`src/rtl/pc_ctrl_pkg.sv`:
```
// pc_ctrl_pkg: shared widths, FSM encoding and refill-counter sizing for the PC redirect controller
package pc_ctrl_pkg;
    localparam int DEF_WIDTH = 32;

    typedef enum logic [1:0] {
        IDLE     = 2'b00,
        REDIRECT = 2'b01,
        REFILL   = 2'b10
    } state_t;

    // Down-counter width for the refill window; at least one bit even when the window is empty
    function automatic int refill_cnt_w(input int n);
        return ($clog2(n + 1) < 1) ? 1 : $clog2(n + 1);
    endfunction
endpackage

```
`src/rtl/pc_redirect_ctrl_sat_counter.sv`:
```
// sat_counter: up-counter that sticks at its maximum value instead of wrapping
//   i_Clk, i_Rst : clock, async active-high reset
//   i_Inc        : add one this cycle
//   count        : current value, saturates at 2^CNT_W-1
module sat_counter #(
    parameter int CNT_W = 16
) (
    input  logic             i_Clk,
    input  logic             i_Rst,
    input  logic             i_Inc,
    output logic [CNT_W-1:0] count
);
    always_ff @(posedge i_Clk or posedge i_Rst)
        if (i_Rst)
            count <= '0;
        else if (i_Inc && count != '1)
            count <= count + CNT_W'(1);
endmodule

```
`src/rtl/pc_redirect_ctrl.sv`:
```
// pc_redirect_ctrl: misprediction recovery - squash, held redirect to Fetch, refill window, BTB update
//   i_Clk, i_Rst                  : clock, async active-high reset
//   i_EX_Valid, i_BranchInstr,
//   i_JumpInstr, i_PPC_Eq         : EX-stage control-flow evaluation
//   i_PC_VIC, i_EX_PC             : corrected next PC, PC of the EX instruction
//   i_Fetch_Ready                 : Fetch takes the redirect this cycle
//   o_Redirect_Valid/PC           : held redirect request to Fetch
//   o_Flush_IFID, o_Flush_IDEX    : squash wrong-path pipeline registers
//   o_BTB_Upd_En/PC/Tgt           : one-cycle BTB write
//   o_Mispred_Cnt                 : saturating mispredict count
module pc_redirect_ctrl
    import pc_ctrl_pkg::*;
#(
    parameter int WIDTH      = pc_ctrl_pkg::DEF_WIDTH,
    parameter int REFILL_CYC = 2,
    parameter int CNT_W      = 16
) (
    input  logic             i_Clk,
    input  logic             i_Rst,
    input  logic             i_EX_Valid,
    input  logic             i_BranchInstr,
    input  logic             i_JumpInstr,
    input  logic             i_PPC_Eq,
    input  logic [WIDTH-1:0] i_PC_VIC,
    input  logic [WIDTH-1:0] i_EX_PC,
    input  logic             i_Fetch_Ready,
    output logic             o_Redirect_Valid,
    output logic [WIDTH-1:0] o_Redirect_PC,
    output logic             o_Flush_IFID,
    output logic             o_Flush_IDEX,
    output logic             o_BTB_Upd_En,
    output logic [WIDTH-1:0] o_BTB_Upd_PC,
    output logic [WIDTH-1:0] o_BTB_Upd_Tgt,
    output logic [CNT_W-1:0] o_Mispred_Cnt
);
    localparam int RW = refill_cnt_w(REFILL_CYC);
    localparam logic [RW-1:0] REFILL_LOAD = RW'((REFILL_CYC == 0) ? 0 : REFILL_CYC - 1);

    state_t          state, nxt;
    logic [RW-1:0]   refill_cnt;
    logic [WIDTH-1:0] redirect_pc;
    logic            mp, accept, xfer;

    // Mispredicts only count when the pipeline is not already recovering
    assign mp     = i_EX_Valid & (i_BranchInstr | i_JumpInstr) & ~i_PPC_Eq;
    assign accept = (state == IDLE) & mp;
    assign xfer   = (state == REDIRECT) & i_Fetch_Ready;

    always_comb begin
        nxt = state == IDLE     ? (accept ? REDIRECT : IDLE) :
              state == REDIRECT ? (i_Fetch_Ready ? ((REFILL_CYC == 0) ? IDLE : REFILL) : REDIRECT) :
              (state == REFILL && refill_cnt != '0) ? REFILL : IDLE;
    end

    always_ff @(posedge i_Clk or posedge i_Rst)
        if (i_Rst) begin
            state         <= IDLE;
            refill_cnt    <= '0;
            redirect_pc   <= '0;
            o_BTB_Upd_En  <= 1'b0;
            o_BTB_Upd_PC  <= '0;
            o_BTB_Upd_Tgt <= '0;
        end else begin
            state        <= nxt;
            o_BTB_Upd_En <= accept;
            if (accept) begin
                redirect_pc   <= i_PC_VIC;
                o_BTB_Upd_PC  <= i_EX_PC;
                o_BTB_Upd_Tgt <= i_PC_VIC;
            end
            if (xfer)
                refill_cnt <= REFILL_LOAD;
            else if (state == REFILL && refill_cnt != '0)
                refill_cnt <= refill_cnt - RW'(1);
        end

    assign o_Redirect_Valid = (state == REDIRECT);
    assign o_Redirect_PC    = redirect_pc;
    assign o_Flush_IFID     = accept | (state == REDIRECT);
    assign o_Flush_IDEX     = accept | (state == REDIRECT);

    sat_counter #(.CNT_W(CNT_W)) u_mispred_cnt (
        .i_Clk (i_Clk),
        .i_Rst (i_Rst),
        .i_Inc (accept),
        .count (o_Mispred_Cnt)
    );
endmodule

```
`config.mk`:
```
export PLATFORM = sky130hd
export DESIGN_NAME = pc_redirect_ctrl
export DESIGN_NICKNAME = d
export VERILOG_FILES = /design/src/rtl/pc_ctrl_pkg.sv /design/src/rtl/pc_redirect_ctrl_sat_counter.sv /design/src/rtl/pc_redirect_ctrl.sv
export SDC_FILE = /design/constraint.sdc
export NUM_CORES = 1
export LEC_CHECK = 0
export BUFFER_PORTS_ARGS = -buffer_cell sky130_fd_sc_hd__buf_4
export CAP_MARGIN = 25
export CORE_MARGIN = 2
export CORE_UTILIZATION = 41
export CTS_CLUSTER_DIAMETER = 30
export DETAILED_ROUTE_END_ITERATION = 10
export PLACE_DENSITY = 0.76
export SETUP_SLACK_MARGIN = 0.2
export SLEW_MARGIN = 15
export SYNTH_ARGS = -nofsm -noshare
export SYNTH_HDL_FRONTEND = slang
export SYNTH_SLANG_ARGS = --single-unit
```
`constraint.sdc`:
```
create_clock -name i_Clk -period 2.5 [get_ports i_Clk]
set_input_delay 0.375 -clock i_Clk [delete_from_list [all_inputs] [get_ports i_Clk]]
set_output_delay 0.375 -clock i_Clk [all_outputs]
set_load 0.03 [all_outputs]
```
==> reports/metrics.cfg, run 1 <==
[setup_path]
timing.critical_path.max_delay_family = flip-flops
data_required_time_of_the_worst_path_ns = 2.12
cp_data_arrival_time_ns = 1.65
cp-start-kind = register
critical_path.cell_chain = nor4b_4 > o21ai_4 > nand2_1 > buf_4
cpPeakStageDelay_ns = 0.47
worstPathBufferInverterCount = 1
timing.critical_path.fanout_max = 16
crit_slowest_cell = dfrtp_1
critPathCaptureType = primary output
timing.setup.critical_path_class = reg -> out

[power_and_ir_drop]
switching_share = 0.466
power_frac_seq = 0.325
p_leak_nw = 2.87
irDropWorstVdd_uv = 773
pwr_cell_area_nw_per_um2 = 1430
combinationalPowerShare = 0.531
total_switching_power_mw = 3.46
power.clock.fraction = 0.145
internal-power_mw = 3.96

[clock_network]
cts_tree = done
htree_levels = 3
num_cts_buffers = 9
ctsLongestPathBuffers = 2
clkSinkCount = 85
clock_insertion_delay_worst_skew_ns = 0.34
clk_transition_reported_paths_ns = 0.09
cts-root-buf = clkbuf_8

[grt]
grt_max_degree = 45
first_pass_grt_wire_length_um = 14000
grt_util_met1 = 0.217
grt.met2_usage = 0.313
grt_overflow = 0
groute.layer.met3.usage = 0.0429
via_count_of_the_first_global_routing_pass = 3016
initial_antenna_violation_count = 0
groute.usage.overall = 0.177
most_heavily_used_metal_layer_in_global_routing = met2

[timing]
fin_crit_ns = 2.03
ratio_of_final_minimum_period_to_clock_period = 0.810
finalHoldViolCount = 0
grt_setup_unrepaired = no
worst_setup_slack_after_layout_ns = 0.474
clock-skew-final_ns = 0.00945
fin_worst_hold_slack_ns = 0.0290
worstMarginPinSlew_ns = 0.667
totalNegativeSetupSlack_ns = 0
setup-violations-final = 0
timing_max_transition_violations_final = 0
maxSlewHeadroom = 0.555
maxClockFrequency_mhz = 494

[drt]
dr_total_vias = 3084
detail_route.wirelength_um = 8840
drt.antenna.violating_nets = 0
detail_route.iter0.violations = 85
average_via_count_per_standard_cell = 4.63
post-route-drc-count = 0
first_pass_iters = 6
post_drt_wl_per_cell_um = 13.3

[worst_hold_path]
worst_hold_path_type = in -> async

[die]
die_outline_height_um = 98.2
core-area_sq_um = 8680
floorplan.initialDensity = 0.419
ioPinCount = 187
die_span_x_um = 98.2
design.die.area_sq_um = 9640
placementRows = 34

[synth]
post_synth_instance_area_sq_um = 3640
synth_cells = 396
synth.yosys.seq_area_share = 0.585
postSynthNetCount = 469
post_synth_num_cell_types = 28
synth-seq-cells = 85
synth_area_per_cell_sq_um = 9.18
yosysWarnings = 0

[placed_design]
post_dp_cell_area_sq_um = 4920
buffer_ports.inserted = 186
dpl.hpwl_um = 6240
gpl.final_weighted_congestion = 0.809
preCtsSetupSlack_ns = 0.426

[layout]
area_growth_pct = 42.2
n_antenna_cell = 0
fin_nets = 626
post_route_cells_drive_above_1_share = 0.389
final_core_util = 0.596
fillerInstances = 760
non_filler_cell_area_final_sq_um = 5170

[run_status]
outcome = completed

[run]
cap_viol_max_count = 0

## cell type report
| type | count | area (sq um) | area share |
|---|---|---|---|
| Sequential cell | 85 | 2130 | 0.411 |
| Tap cell | 108 | 135 | 0.0261 |
| Timing Repair Buffer | 192 | 1450 | 0.281 |
| Multi-Input combinational cell | 258 | 1200 | 0.232 |
| Inverter | 7 | 30.0 | 0.00580 |
| Clock inverter | 5 | 83.8 | 0.0162 |
| Clock buffer | 11 | 141 | 0.0273 |
## routing by layer
layer | up-vias | share of wire
li1 | 1504 | -
met1 | 1440 | 0.41
met2 | 128 | 0.49
met3 | 12 | 0.076
met4 | 0 | 0.015
met5 | - | 0
## worst register-to-register path: stages, from the launching register on
cell and delay (ns):
dfrtp_1 0.47, nor4b_4 0.31, o21ai_4 0.23, a41oi_2 0.41
mux2_2 0.38
## placed cells by master, fill, tap and decap left out
cell,n
nand2_1,202
buf_4,191
dfrtp_1,85
nor2_1,10
clkbuf_8,10
xnor2_1,8
xor2_1,7
inv_1,5
nand4_1,5
o21ai_0,3
clkinvlp_4,3
nor2b_1,2
mux2_2,2
nor3_2,2
nand3_1,2
ha_1,2
bufinv_16,2
nor4b_4,1
o21ai_4,1
inv_2,1
nand2b_1,1
nand3b_1,1
o211a_1,1
and3_1,1
a311o_1,1
a41oi_2,1
a2111o_1,1
nand4b_1,1
and2_1,1
o211ai_1,1
clkinv_4,1
clkbuf_1,1
o21ai_2,1
buf_12,1
## through the flow
stage / std cells / power, mW
3_3_place_gp: 648 / 6.30
2_1_floorplan: 396 / 5.07
5_1_grt: 666 / 7.83
6_report: 666 / 7.42
3_5_place_dp: 648 / 6.38
4_1_cts: 664 / 7.47
## registers in the layout, summed over array words and instances, names as in the netlist
name and count:
o_BTB_Upd_En 1, o_BTB_Upd_PC 32, refill_cnt 2, state 2, o_BTB_Upd_Tgt 32, u_mispred_cnt.count 16
## power groups by stage
stage | logic [mW] | registers [mW] | clock network [mW]
6_report | 3.94 | 2.41 | 1.07
5_1_grt | 4.17 | 2.50 | 1.16
4_1_cts | 3.96 | 2.41 | 1.10
3_5_place_dp | 3.96 | 2.42 | 0
3_3_place_gp | 3.90 | 2.40 | 0
2_1_floorplan | 1.60 | 3.47 | 0
## synthesized netlist by cell type (all sizes together)
library cell  number  area [sq um]
buf               38           273
o21ai              4          23.8
a41oi              1          16.3
ha                 2          25.0
a2111o             1          11.3
nand4              5          31.3
nor2              10          37.5
inv                7          26.3
dfrtp             85          2130
nand3              2          10.0
o211a              1          10.0
a311o              1          10.0
xor2               7          61.3
nor3               2          20.0
clkbuf             9          33.8
nand4b             1          8.76
o211ai             1          7.51
and2               1          6.26
nand2b             1          6.26
mux2               2          22.5
nor2b              2          12.5
xnor2              8          70.1
nand2            202           758
and3               1          6.26
nor4b              1          15.0
nand3b             1          7.51
## cell families after synthesis
family                     after synthesis  synth area share
xor gates and xnor gates                15            0.0361
and+or+nand+nor                        229             0.253
muxes                                    2           0.00619
DFF                                     85             0.585
AOI/OAI and AO/OA                        9            0.0217
buffers and inverters                   54            0.0915
adders and majority gates                2           0.00688
## repair_timing
item                                    CTS  global route
setup buffers                             0             1
resized for setup                         0             1
hold buffers                              0             0
endpoints found under the setup margin    0             2
## worst paths after layout
check | endpoint | start | cells after the start | slack, ns
max in group asynchronous | o_BTB_Upd_PC[14]$_DFFE_PP0P_ | i_Rst | 3 | 1.82
worst max-delay path | o_Flush_IDEX | state[0]$_DFF_PP0_ | 4 | 0.47
worst min register to register | o_BTB_Upd_PC[9]$_DFFE_PP0P_ | o_BTB_Upd_PC[9]$_DFFE_PP0P_ | 2 | 0.48
min in group i_Clk | o_BTB_Upd_Tgt[30]$_DFFE_PP0P_ | i_PC_VIC[30] | 3 | 0.21
worst max register to register | u_mispred_cnt.count[1]$_DFFE_PP0P_ | state[0]$_DFF_PP0_ | 4 | 0.59
worst min-delay path | o_BTB_Upd_PC[29]$_DFFE_PP0P_ | i_Rst | 2 | 0.03
Note: power is estimated with default switching activity, not from simulation.
==> run 2: changes to the inputs <==
--- a/config.mk
+++ b/config.mk
@@ -8,10 +8,10 @@
 export BUFFER_PORTS_ARGS = -buffer_cell sky130_fd_sc_hd__buf_4
 export CAP_MARGIN = 25
 export CORE_MARGIN = 2
-export CORE_UTILIZATION = 41
+export CORE_UTILIZATION = 45
 export CTS_CLUSTER_DIAMETER = 30
 export DETAILED_ROUTE_END_ITERATION = 10
-export PLACE_DENSITY = 0.76
+export PLACE_DENSITY = 0.79
 export SETUP_SLACK_MARGIN = 0.2
 export SLEW_MARGIN = 15
 export SYNTH_ARGS = -nofsm -noshare
==> constraint.sdc (replaced) <==
create_clock -name i_Clk -period 2 [get_ports i_Clk]
set_input_delay 0.3 -clock i_Clk [delete_from_list [all_inputs] [get_ports i_Clk]]
set_output_delay 0.3 -clock i_Clk [all_outputs]
set_load 0.03 [all_outputs]
==> reports/metrics.cfg, run 2 (synthesis gave the netlist of run 1 again) <==
[timing]
setup-violations-final = 0  ; unchanged
maxClockFrequency_mhz = 562
grt_setup_unrepaired = yes
worstMarginPinSlew_ns = 0.428  ; -0.239 ns
totalNegativeSetupSlack_ns = 0  ; unchanged
finalHoldViolCount = 0  ; unchanged
clock-skew-final_ns = 0.00847  ; -0.000987 ns
fin_crit_ns = 1.78
timing_max_transition_violations_final = 0  ; unchanged
maxSlewHeadroom = 0.715  ; +0.159
ratio_of_final_minimum_period_to_clock_period = 0.889

[clock_network]
clk_transition_reported_paths_ns = 0.08  ; about the same
ctsLongestPathBuffers = 2  ; unchanged
num_cts_buffers = 9  ; unchanged
clkSinkCount = 85  ; unchanged
htree_levels = 3  ; unchanged
clock_insertion_delay_worst_skew_ns = 0.34  ; about the same
cts_tree = done
cts-root-buf = clkbuf_8

[placed_design]
dp_cells = 643  ; -0.77%
gpl.final_weighted_congestion = 0.768  ; -5.1%
dpl.hpwl_um = 6110  ; -2.1%
post_dp_cell_area_sq_um = 4940  ; +0.41%
buffer_ports.inserted = 186  ; unchanged

[power_and_ir_drop]
internal-power_mw = 5.00  ; +26%
switching_share = 0.461  ; -0.00524
combinationalPowerShare = 0.532  ; about the same
power.clock.fraction = 0.145  ; about the same
power_mw = 9.27  ; +25%
pwr_cell_area_nw_per_um2 = 1790  ; +24%
power_frac_seq = 0.324  ; about the same
p_leak_nw = 2.89  ; +0.57%
irDropWorstVdd_uv = 890  ; +15%
total_switching_power_mw = 4.28  ; +24%

[layout]
layout_common_cells = nand2_1 (201), buf_4 (190), dfrtp_1 (84)
fin_cells = 660  ; -0.90%
regs_by_ff_count = o_BTB_Upd_PC: 32 flops, o_BTB_Upd_Tgt: 32 flops, u_mispred_cnt.count: 16 flops
post_route_cells_drive_above_1_share = 0.394  ; +0.00538
non_filler_cell_area_final_sq_um = 5190  ; +0.36%
n_antenna_cell = 0  ; unchanged
mostFrequentLayoutCell = nand2_1
fin_nets = 626  ; unchanged
area_growth_pct = 42.8

[die]
ioPinCount = 187  ; unchanged
placementRows = 32  ; -5.9%
die_span_x_um = 93.9  ; -4.4%
core-area_sq_um = 7770  ; -10%
floorplan.initialDensity = 0.468  ; +0.0491
die_outline_height_um = 93.9  ; -4.4%
design.die.area_sq_um = 8820  ; -8.5%

[drt]
first_pass_iters = 4  ; -2
detail_route.iter0.violations = 74  ; -13%
average_via_count_per_standard_cell = 4.63  ; about the same
drt.antenna.violating_nets = 0  ; unchanged
dr_total_vias = 3058  ; -0.84%
post-route-drc-count = 0  ; unchanged
detail_route.wirelength_um = 8410  ; -4.8%
post_drt_wl_per_cell_um = 12.7  ; -4.0%

[setup_path]
cp_data_arrival_time_ns = 1.48  ; -0.17 ns
timing.critical_path.fanout_max = 5  ; -11
cp-start-kind = register
timing.setup.critical_path_class = reg -> out
r2r_setup_slack_ns = 0.27  ; -0.32 ns
critPathCaptureType = primary output
data_required_time_of_the_worst_path_ns = 1.70  ; -0.42 ns

[worst_hold_path]
worst_hold_path_type = in -> async

[grt]
initial_antenna_violation_count = 0  ; unchanged
grt_max_degree = 86  ; +91%
grt_overflow = 0  ; unchanged
groute.usage.overall = 0.196  ; +0.0190
first_pass_grt_wire_length_um = 13700  ; -2.0%
via_count_of_the_first_global_routing_pass = 3030  ; +0.46%

[run_status]
outcome = completed

[run]
cap_viol_max_count = 0  ; unchanged

==> run 2: routing by layer <==
metal,vias up,track usage,part of all wire
li1,1500,-,-
met1,1431,0.239,0.42
met2,116,0.343,0.49
met3,11,0.0433,0.077
met4,0,0.0688,0.013
met5,-,0,0
==> run 2: final timing paths <==
path / start / end / cells past startpoint
worst max-delay path: state[1]$_DFF_PP0_ / o_Flush_IDEX / 4
worst min-delay path: i_Rst / u_mispred_cnt.count[11]$_DFFE_PP0P_ / 3
worst max register to register: state[1]$_DFF_PP0_ / u_mispred_cnt.count[15]$_DFFE_PP0P_ / 5
worst min register to register: o_BTB_Upd_PC[2]$_DFFE_PP0P_ / o_BTB_Upd_PC[2]$_DFFE_PP0P_ / 2
max in group asynchronous: i_Rst / o_BTB_Upd_PC[25]$_DFFE_PP0P_ / 3
min in group i_Clk: i_PC_VIC[5] / o_BTB_Upd_Tgt[5]$_DFFE_PP0P_ / 3
==> run 2: cell type report <==
cell class              instances  area, sq um
inverters                       7         30.0
well taps                     102          128
fillers                       617         2570
repair buffers                193         1480
clock inverters                 4         70.1
flip-flops and latches         85         2130
clock buffers                  12          155
multi-input cells             257         1200
==> run 2: metrics by stage <==
step                      worst slack (ns)  hold WS (ns)  utilization
after global placement               0.182         0.459        0.636
after floorplan                      0.223         0.405            -
final                                0.221        0.0829        0.668
after detailed placement             0.104         0.464        0.636
after global routing                 0.163         0.131        0.668
after CTS                            0.202         0.100        0.668
==> run 2: critical path: stages, from the launching register on <==
cell	delay [ns]
dfrtp_1	0.43
nor4b_4	0.32
o21ai_4	0.14
nand2_4	0.09
buf_4	0.15
==> run 2: repair_timing <==
action | 4_1_cts | 5_1_grt
hold buffers | 0 | 0
hold endpoints to repair | 0 | 0
resized for setup | 2 | 2
gates cloned | 0 | 0
setup endpoints to repair | 9 | 30
pin swaps | 1 | 1
buffers inserted | 1 | 0
==> run 2: power groups by stage <==
| stage | Sequential [mW] | Combinational [mW] | Clock [mW] |
|---|---|---|---|
| floorplan | 4.34 | 2.02 | 0 |
| global route | 3.10 | 5.26 | 1.45 |
| detailed placement | 3.01 | 4.98 | 0 |
| finish | 3.00 | 4.93 | 1.34 |
| global placement | 2.98 | 4.91 | 0 |
| CTS | 3.00 | 4.98 | 1.38 |
